--- config.mk ---
export PLATFORM = sky130hd
export DESIGN_NAME = grom_core_flat
export DESIGN_NICKNAME = d
export VERILOG_FILES = /design/src/rtl/grom_core_if.sv /design/src/rtl/grom_core.sv /design/src/flat_wrapper.sv
export SDC_FILE = /design/constraint.sdc
export NUM_CORES = 1
export LEC_CHECK = 0
export BUFFER_PORTS_ARGS = -buffer_cell sky130_fd_sc_hd__buf_4
export CAP_MARGIN = 40
export CELL_PAD_IN_SITES_DETAIL_PLACEMENT = 0
export CELL_PAD_IN_SITES_GLOBAL_PLACEMENT = 1
export CORE_MARGIN = 2
export CORE_UTILIZATION = 32
export CTS_CLUSTER_SIZE = 28
export DETAILED_ROUTE_END_ITERATION = 12
export GPL_TIMING_DRIVEN = 0
export PLACE_DENSITY_LB_ADDON = 0.1
export SETUP_SLACK_MARGIN = 0.3
export SYNTH_ARGS = -nofsm -noshare
export SYNTH_HDL_FRONTEND = slang
export SYNTH_SLANG_ARGS = --single-unit
--- constraint.sdc ---
create_clock -name clk -period 4.6 [get_ports clk]
set_clock_uncertainty 0.15 [all_clocks]
set_input_delay 0 -clock clk [delete_from_list [all_inputs] [get_ports clk]]
set_output_delay 0 -clock clk [all_outputs]
set_load 0.05 [all_outputs]
--- src/rtl/grom_core_if.sv ---
// grom memory/IO bus: 12-bit address, 8-bit data each way, write strobe, IO qualifier, halt status.
// Latency: none; this only bundles the wires between the core and the memory/IO fabric.
// Backpressure: none; the slave must return read data exactly MEM_LAT cycles after addr.
interface grom_core_if;
    logic [11:0] addr;
    logic [7:0]  data_in;
    logic [7:0]  data_out;
    logic        we;
    logic        ioreq;
    logic        hlt;

    modport master (output addr, data_out, we, ioreq, hlt, input data_in);
    modport slave  (input addr, data_out, we, ioreq, hlt, output data_in);
endinterface

--- src/rtl/grom_core.sv ---
// grom_core: multi-cycle 8-bit CPU with ALU flags, segmented LOAD/STORE, jumps, LDI and port IO.
// Latency: 3+L per one-byte op, 5+2L per two-byte op, plus L+1 (writes) or L+2 (reads) for bus accesses.
// Backpressure: none; every bus access simply waits a fixed MEM_LAT cycles before data is used.
module grom_core #(
    parameter int unsigned MEM_LAT  = 1,
    parameter logic [11:0] RESET_PC = 12'h000
) (
    input  logic        clk,
    input  logic        reset,
    grom_core_if.master bus
);

    localparam logic [3:0] FETCH_PREP = 4'd0;
    localparam logic [3:0] FETCH_WAIT = 4'd1;
    localparam logic [3:0] FETCH      = 4'd2;
    localparam logic [3:0] OP_PREP    = 4'd3;
    localparam logic [3:0] OP_WAIT    = 4'd4;
    localparam logic [3:0] OP_FETCH   = 4'd5;
    localparam logic [3:0] EXECUTE    = 4'd6;
    localparam logic [3:0] MEM_WAIT   = 4'd7;
    localparam logic [3:0] WRITEBACK  = 4'd8;

    logic [3:0]  state_q, state_d;
    logic [11:0] pc_q, pc_d;
    logic [7:0]  ir_q, ir_d;
    logic [7:0]  op_q, op_d;
    logic [3:0]  seg_q, seg_d;
    logic [7:0]  r_q [4];
    logic [7:0]  r_d [4];
    logic        c_q, c_d;
    logic        z_q, z_d;
    logic [4:0]  cnt_q, cnt_d;
    logic [11:0] addr_q, addr_d;
    logic [7:0]  dout_q, dout_d;
    logic        we_q, we_d;
    logic        ioreq_q, ioreq_d;
    logic        hlt_q, hlt_d;

    logic [1:0]  fd, fs;
    logic [7:0]  rs, rd;
    logic        is_write, is_in;

    assign fd = ir_q[3:2];
    assign fs = ir_q[1:0];
    assign rs = r_q[fs];
    assign rd = r_q[fd];
    // STORE and OUT are the only writes; IN is the only read that targets Rs.
    assign is_write = (ir_q[7:4] == 4'h6) || ((ir_q[7:4] == 4'hE) && ir_q[2]);
    assign is_in    = (ir_q[7:4] == 4'hE) && !ir_q[2];

    assign bus.addr     = addr_q;
    assign bus.data_out = dout_q;
    assign bus.we       = we_q;
    assign bus.ioreq    = ioreq_q;
    assign bus.hlt      = hlt_q;

    logic [8:0] sum;
    logic [7:0] res;
    logic [8:0] cin;

    // Next-state logic: sequencing of fetch/operand/execute/bus phases and the ALU.
    always_comb begin
        state_d = state_q;
        pc_d    = pc_q;
        ir_d    = ir_q;
        op_d    = op_q;
        seg_d   = seg_q;
        r_d     = r_q;
        c_d     = c_q;
        z_d     = z_q;
        cnt_d   = cnt_q;
        addr_d  = addr_q;
        dout_d  = dout_q;
        we_d    = we_q;
        ioreq_d = ioreq_q;
        hlt_d   = hlt_q;
        sum     = '0;
        res     = '0;
        cin     = {8'h00, (fd[1] & c_q)};

        case (state_q)
            FETCH_PREP: begin
                we_d    = 1'b0;
                ioreq_d = 1'b0;
                // A halted core parks here with addr left on the HLT opcode.
                if (!hlt_q) begin
                    addr_d  = pc_q;
                    cnt_d   = 5'(MEM_LAT);
                    state_d = FETCH_WAIT;
                end
            end
            FETCH_WAIT: begin
                if (cnt_q == 5'd1) state_d = FETCH;
                else               cnt_d   = cnt_q - 5'd1;
            end
            FETCH: begin
                ir_d    = bus.data_in;
                pc_d    = pc_q + 12'd1;
                state_d = bus.data_in[7] ? OP_PREP : EXECUTE;
            end
            OP_PREP: begin
                addr_d  = pc_q;
                cnt_d   = 5'(MEM_LAT);
                state_d = OP_WAIT;
            end
            OP_WAIT: begin
                if (cnt_q == 5'd1) state_d = OP_FETCH;
                else               cnt_d   = cnt_q - 5'd1;
            end
            OP_FETCH: begin
                op_d    = bus.data_in;
                pc_d    = pc_q + 12'd1;
                state_d = EXECUTE;
            end
            EXECUTE: begin
                state_d = FETCH_PREP;
                if (ir_q[7]) begin
                    case (ir_q[6:4])
                        3'd0: pc_d = {ir_q[3:0], op_q};
                        3'd1: if (c_q)  pc_d = {ir_q[3:0], op_q};
                        3'd2: if (!c_q) pc_d = {ir_q[3:0], op_q};
                        3'd3: if (z_q)  pc_d = {ir_q[3:0], op_q};
                        3'd4: if (!z_q) pc_d = {ir_q[3:0], op_q};
                        3'd5: r_d[fs] = op_q;
                        3'd6: begin
                            addr_d  = {4'h0, op_q};
                            ioreq_d = 1'b1;
                            we_d    = ir_q[2];
                            if (ir_q[2]) dout_d = rs;
                            // Reads get one cycle beyond MEM_LAT before capture.
                            cnt_d   = ir_q[2] ? 5'(MEM_LAT) : 5'(MEM_LAT + 1);
                            state_d = MEM_WAIT;
                        end
                        default: ;
                    endcase
                end else begin
                    case (ir_q[6:4])
                        3'd0: r_d[fd] = rs;
                        3'd1: begin
                            case (fd)
                                2'd0: res = 8'h00;
                                2'd1: res = rs + 8'd1;
                                2'd2: res = rs - 8'd1;
                                default: res = ~rs;
                            endcase
                            r_d[fs] = res;
                            if (fd == 2'd1 || fd == 2'd2) z_d = (res == 8'h00);
                        end
                        3'd2: begin
                            if (fd[0]) sum = {1'b0, r_q[0]} - {1'b0, rs} - cin;
                            else       sum = {1'b0, r_q[0]} + {1'b0, rs} + cin;
                            r_d[0] = sum[7:0];
                            c_d    = sum[8];
                            z_d    = (sum[7:0] == 8'h00);
                        end
                        3'd3: begin
                            case (fd)
                                2'd0: res = r_q[0] & rs;
                                2'd1: res = r_q[0] | rs;
                                2'd2: res = r_q[0] ^ rs;
                                default: begin
                                    sum = {1'b0, r_q[0]} - {1'b0, rs};
                                    res = sum[7:0];
                                end
                            endcase
                            // CMP keeps R0 and reports borrow; logic ops clear C.
                            if (fd != 2'd3) r_d[0] = res;
                            c_d = (fd == 2'd3) ? sum[8] : 1'b0;
                            z_d = (res == 8'h00);
                        end
                        3'd4: begin
                            case (fd)
                                2'd0: res = {rs[6:0], 1'b0};
                                2'd1: res = {1'b0, rs[7:1]};
                                2'd2: res = {rs[6:0], rs[7]};
                                default: res = {rs[0], rs[7:1]};
                            endcase
                            r_d[fs] = res;
                            c_d     = fd[0] ? rs[0] : rs[7];
                            z_d     = (res == 8'h00);
                        end
                        3'd5: begin
                            addr_d  = {seg_q, rs};
                            we_d    = 1'b0;
                            ioreq_d = 1'b0;
                            cnt_d   = 5'(MEM_LAT + 1);
                            state_d = MEM_WAIT;
                        end
                        3'd6: begin
                            addr_d  = {seg_q, rs};
                            dout_d  = rd;
                            we_d    = 1'b1;
                            ioreq_d = 1'b0;
                            cnt_d   = 5'(MEM_LAT);
                            state_d = MEM_WAIT;
                        end
                        default: begin
                            case (fd)
                                2'd0: seg_d   = rs[3:0];
                                2'd1: r_d[fs] = {4'h0, seg_q};
                                2'd2: seg_d   = 4'h0;
                                default: hlt_d = 1'b1;
                            endcase
                        end
                    endcase
                end
            end
            MEM_WAIT: begin
                // Write strobe lasts exactly one cycle; addr/ioreq stay for the wait.
                we_d = 1'b0;
                if (cnt_q == 5'd1) begin
                    state_d = WRITEBACK;
                    if (is_write) ioreq_d = 1'b0;
                end else begin
                    cnt_d = cnt_q - 5'd1;
                end
            end
            WRITEBACK: begin
                if (!is_write) begin
                    if (is_in) r_d[fs] = bus.data_in;
                    else       r_d[fd] = bus.data_in;
                end
                ioreq_d = 1'b0;
                state_d = FETCH_PREP;
            end
            default: state_d = FETCH_PREP;
        endcase
    end

    // State registers with synchronous reset that overrides any in-flight access.
    always_ff @(posedge clk) begin
        if (reset) begin
            state_q <= FETCH_PREP;
            pc_q    <= RESET_PC;
            ir_q    <= '0;
            op_q    <= '0;
            seg_q   <= '0;
            for (int i = 0; i < 4; i++) r_q[i] <= '0;
            c_q     <= 1'b0;
            z_q     <= 1'b0;
            cnt_q   <= '0;
            addr_q  <= '0;
            dout_q  <= '0;
            we_q    <= 1'b0;
            ioreq_q <= 1'b0;
            hlt_q   <= 1'b0;
        end else begin
            state_q <= state_d;
            pc_q    <= pc_d;
            ir_q    <= ir_d;
            op_q    <= op_d;
            seg_q   <= seg_d;
            r_q     <= r_d;
            c_q     <= c_d;
            z_q     <= z_d;
            cnt_q   <= cnt_d;
            addr_q  <= addr_d;
            dout_q  <= dout_d;
            we_q    <= we_d;
            ioreq_q <= ioreq_d;
            hlt_q   <= hlt_d;
        end
    end

endmodule

--- src/flat_wrapper.sv ---
// flat-port wrapper written by rule: the top's interface ports become plain ports
module grom_core_flat 
#(
    parameter int unsigned MEM_LAT  = 1,
    parameter logic [11:0] RESET_PC = 12'h000
)
  (clk, reset, bus_addr, bus_data_out, bus_we, bus_ioreq, bus_hlt, bus_data_in);
  grom_core_if bus_i ();
  input  logic clk;
  input  logic reset;
  output wire logic [$bits(bus_i.addr)-1:0] bus_addr;
  output wire logic [$bits(bus_i.data_out)-1:0] bus_data_out;
  output wire logic [$bits(bus_i.we)-1:0] bus_we;
  output wire logic [$bits(bus_i.ioreq)-1:0] bus_ioreq;
  output wire logic [$bits(bus_i.hlt)-1:0] bus_hlt;
  input wire logic [$bits(bus_i.data_in)-1:0] bus_data_in;
  assign bus_addr = bus_i.addr;
  assign bus_data_out = bus_i.data_out;
  assign bus_we = bus_i.we;
  assign bus_ioreq = bus_i.ioreq;
  assign bus_hlt = bus_i.hlt;
  assign bus_i.data_in = bus_data_in;
  grom_core #(.MEM_LAT(MEM_LAT), .RESET_PC(RESET_PC)) u_core (.clk(clk), .reset(reset), .bus(bus_i));
endmodule
==> results.md <==
Floorplanning:
- The starting utilization of the core area is 0.3266.
- For this design the top-level I/O count stands at 33.
- The full die area is 0.02988 mm².
- The die height is 172.9 µm.
- The initialized floorplan defines just over 60 standard-cell rows.
- The core area is 0.02793 mm².
- The die is 172.9 µm wide.

Logic synthesis:
- The number of flops mapped to enable cells by yosys is 0.
- The main combinational cell family by area after synthesis is compound AO/OA/AOI/OAI gates.
- The synthesized design contains between 90 and 100 register bits.
- The compound-gate portion of the synthesized area came to 0.3145.
- Of the total synthesized cell area, the portion taken by XOR and XNOR cells is 0.02112.
- The share of synthesized flip-flops with an asynchronous set or reset is 0.
- The sequential-to-total area share from yosys stat is 0.2150.
- In this run, distinct cell masters in the synthesized netlist total between 80 and 90.
- A synthesized cell averages 7.346 µm².
- Synthesis produced a netlist with a net count of ~1300.
- During synthesis, Yosys emitted a total of 0 warnings.
- The synthesized-area fraction occupied by adder cells is 0.07131.
- The flip-flop cell with the highest count after synthesis is sky130_fd_sc_hd__dfxtp_1.
- The area of the mapped netlist is 0.009124 mm².
- Of the total synthesized cell area, the portion taken by AND, OR, NAND and NOR gates is 0.2297.
- The synthesized netlist cell count is 1242.
- Of the post-synthesis cell area, the part taken by muxes is 0.08283.

Placed design:
- The weighted congestion reported at the end of routability-driven placement is about 0.95.
- In this run the cell area measured after placement is 0.009961 mm².
- The placed wire-length estimate is 35090 µm.
- The quantity of I/O buffers inserted on ports is 31.
- Counting tap cells, the placed design contains a total of 1665 instances.

Clocking:
- The H-tree was split into 3 levels.
- The clock-pin slew on the worst setup and hold paths is 0.08 ns.
- The tree built by TritonCTS fans out to about 100 sinks.
- The clock tree from TritonCTS is yes.
- The later-pin clock latency in the skew report is approximately 0.37 ns.
- The maximum clock path buffer count is 2.
- The root buffer cell is sky130_fd_sc_hd__clkbuf_16.
- The total CTS buffers is 9.

Layout:
- The fraction of layout instances using a drive strength above 1 is 0.1168.
- The library cells used most frequently in the layout, excluding fill and tap cells, are 131 x sky130_fd_sc_hd__nor2_1, 124 x sky130_fd_sc_hd__a21oi_1, 123 x sky130_fd_sc_hd__nand2_1.
- The total non-filler cell area in the finished layout is 0.01054 mm².
- For this run, the post-layout net count is 1373.
- The repair_antennas step left the layout with diodes totalling 0.
- The count of non-filler cells in the finished layout is 1697.
- From synthesis to final layout, the design area changed by 15.48%.
- The most common library cell in the layout ignoring fill and taps is sky130_fd_sc_hd__nor2_1.

Power:
- Across the VDD grid, the largest voltage drop is about 180 µV.
- The areal power density over the cells is around 360 mW/mm².
- The design draws around 3.8 mW.
- The leakage power is 3.776 nW.

Drt:
- After the first detailed-routing iteration, the DRC count stood at 1342.
- The first-pass detailed-route iteration total is 7.
- Once detail routing completed, the nets flagged for antenna violations numbered 0.
- The routed layout has 10708 vias.
- The wire length per cell is 27.37 µm.
- The post-detailed-route DRC marker count is 0.
- Dividing the detail-routed via count by the number of cells gives 6.310.
- After detailed routing, the total wire length is 46440 µm.

Timing:
- For this run, the top clock speed supported by timing is 0.2403 GHz.
- Setup repair after global routing could not meet its margin everywhere.
- The count of final setup violators is 0.
- The total count of hold-check failures in the final report was 0.
- Headroom to the max-slew limit came out at 0.3428.
- The post-layout minimum cycle time is 4.162 ns.
- For the pin with the worst max-slew slack, the measured transition is around 0.98 ns.
- The max-slew violation count was 0.
- Dividing the final minimum period by the clock period gives 0.9048.

Worst setup path:
- By startpoint and endpoint, the worst setup path is classified as flip-flop to flip-flop.
- At the worst endpoint, the required time is approximately 4.7 ns.
- The critical path launch point type is a flip-flop.
- For the worst setup path, the data arrival time is 4.29 ns.
- The type of destination of the critical path is a flip-flop.
- The top fanout value on the critical path is 11.

GRT:
- The initial antenna violation count came to 2.
- The sum of overflow across all layers after global routing is 0.
- The via count of the first global-routing pass is 9959.
- The pin count of the biggest net entering global routing is 18.
- The first global-routing pass estimated 67880 µm of wire.
- In the global route stage, overall resource usage came out at 0.3017.

Run:
- The max-capacitance violation count is 0.

Outcome:
- The run finished with clean final reports.

Min path:
- The worst hold path belongs to the class primary input to flip-flop.
[worst paths after layout]
kind                                   start                         endpoint  slack [ns]  cells after the start
min                           bus_data_in[7]      u_core.ir_q[7]$_SDFFE_PP0P_        0.11                      3
max reg2reg      u_core.ir_q[0]$_SDFFE_PP0P_      u_core.r_q[15]$_SDFFE_PP0P_        0.44                     12
min reg2reg  u_core.bus.addr[9]$_SDFFE_PP0P_  u_core.bus.addr[9]$_SDFFE_PP0P_        0.34                      2
max              u_core.ir_q[0]$_SDFFE_PP0P_      u_core.r_q[15]$_SDFFE_PP0P_        0.44                     12
[synth_stat cells, types with 12 or more instances]
| cell | n | area share |
|---|---|---|
| sky130_fd_sc_hd__o21ai_0 | 77 | 0.042 |
| sky130_fd_sc_hd__a211oi_1 | 31 | 0.026 |
| sky130_fd_sc_hd__buf_2 | 22 | 0.012 |
| sky130_fd_sc_hd__a221oi_1 | 14 | 0.013 |
| sky130_fd_sc_hd__a21oi_1 | 124 | 0.068 |
| sky130_fd_sc_hd__a22oi_1 | 22 | 0.018 |
| sky130_fd_sc_hd__ha_1 | 44 | 0.060 |
| sky130_fd_sc_hd__mux2i_1 | 40 | 0.044 |
| sky130_fd_sc_hd__nand2b_1 | 17 | 0.012 |
| sky130_fd_sc_hd__dfxtp_1 | 98 | 0.22 |
| sky130_fd_sc_hd__nor3_1 | 36 | 0.020 |
| sky130_fd_sc_hd__xnor2_1 | 15 | 0.014 |
| sky130_fd_sc_hd__mux4_2 | 12 | 0.030 |
| sky130_fd_sc_hd__nor2_1 | 131 | 0.054 |
| sky130_fd_sc_hd__o22ai_1 | 13 | 0.0089 |
| sky130_fd_sc_hd__inv_1 | 46 | 0.019 |
| sky130_fd_sc_hd__a31oi_1 | 12 | 0.0082 |
| sky130_fd_sc_hd__nor2b_1 | 23 | 0.016 |
| sky130_fd_sc_hd__nand3_1 | 34 | 0.019 |
| sky130_fd_sc_hd__nand2_1 | 123 | 0.051 |
| sky130_fd_sc_hd__clkbuf_1 | 65 | 0.027 |
[sequential cells by signal (all words and copies together), names as in the netlist, 4 cells and up]
signal               flops
u_core.r_q              32
u_core.bus.addr         12
u_core.pc_q             12
u_core.bus.data_out      8
u_core.ir_q              8
u_core.op_q              8
u_core.cnt_q             5
u_core.seg_q             4
u_core.state_q           4
[kinds of logic after synthesis]
logic type,count (synthesis)
XOR/XNOR,22
multiplexers,59
flip-flops,98
AND/OR/NAND/NOR,440
AO/OA/AOI/OAI,428
buffers and inverters,146
adder cells (fa/ha/maj),49
[through the flow]
| step | hold WS [ns] | setup TNS, ns | util | worst slack (ns) |
|---|---|---|---|---|
| 6_report | 0.1058 | 0 | 0.3772 | 0.4378 |
| 5_1_grt | 0.1055 | 0 | 0.3772 | 0.2810 |
| 4_1_cts | 0.06788 | 0 | 0.3719 | 0.3001 |
| 3_5_place_dp | 0.1715 | -0.5831 | 0.3566 | -0.2631 |
| 3_3_place_gp | 0.1691 | -0.7113 | 0.3519 | -0.2927 |
| 2_1_floorplan | -0.01403 | 0 | - | 0.9310 |
[per-layer routing]
metal | vias up | track usage | wire, µm
met3 | 104 | 0.05299 | 4072
met5 | - | 0 | 7
met1 | 5310 | 0.4275 | 20640
li1 | 4772 | - | -
met2 | 520 | 0.4532 | 19700
met4 | 2 | 0.1179 | 2018
[repair_timing]
action | CTS | global route
gates resized for setup | 17 | 26
hold buffers | 8 | 0
hold endpoints to repair | 33 | 0
pin swaps | 2 | 2
buffers inserted | 1 | 7
endpoints found under the setup margin | 12 | 14
[where the power goes]
part	internal [mW]	switching [mW]
registers	0.925	0.0907
clock network	0.372	0.404
logic	0.633	1.34
total	1.93	1.84
[layout make-up]
type | instances | area, µm²
Multi-Input combinational cell | 998 | 6673
Inverter | 48 | 196.4
Timing Repair Buffer | 61 | 504.2
Tap cell | 378 | 473.0
Fill cell | 3055 | 17400
Clock inverter | 7 | 52.55
Buffer | 98 | 446.7
Clock buffer | 9 | 225.2
Sequential cell | 98 | 1966
[critical path, stage by stage (launching register included)]
cell and delay (ns):
sky130_fd_sc_hd__dfxtp_1 0.41, sky130_fd_sc_hd__buf_6 0.22, sky130_fd_sc_hd__mux4_2 0.51, sky130_fd_sc_hd__clkbuf_4 0.26
sky130_fd_sc_hd__ha_1 0.40, sky130_fd_sc_hd__a21o_1 0.22, sky130_fd_sc_hd__a31oi_1 0.35, sky130_fd_sc_hd__o21ai_0 0.19
sky130_fd_sc_hd__xor2_1 0.24, sky130_fd_sc_hd__a31oi_2 0.26, sky130_fd_sc_hd__o21ai_1 0.37, sky130_fd_sc_hd__o211ai_1 0.19
sky130_fd_sc_hd__o32ai_1 0.30
(Power assumes the default switching activity.)
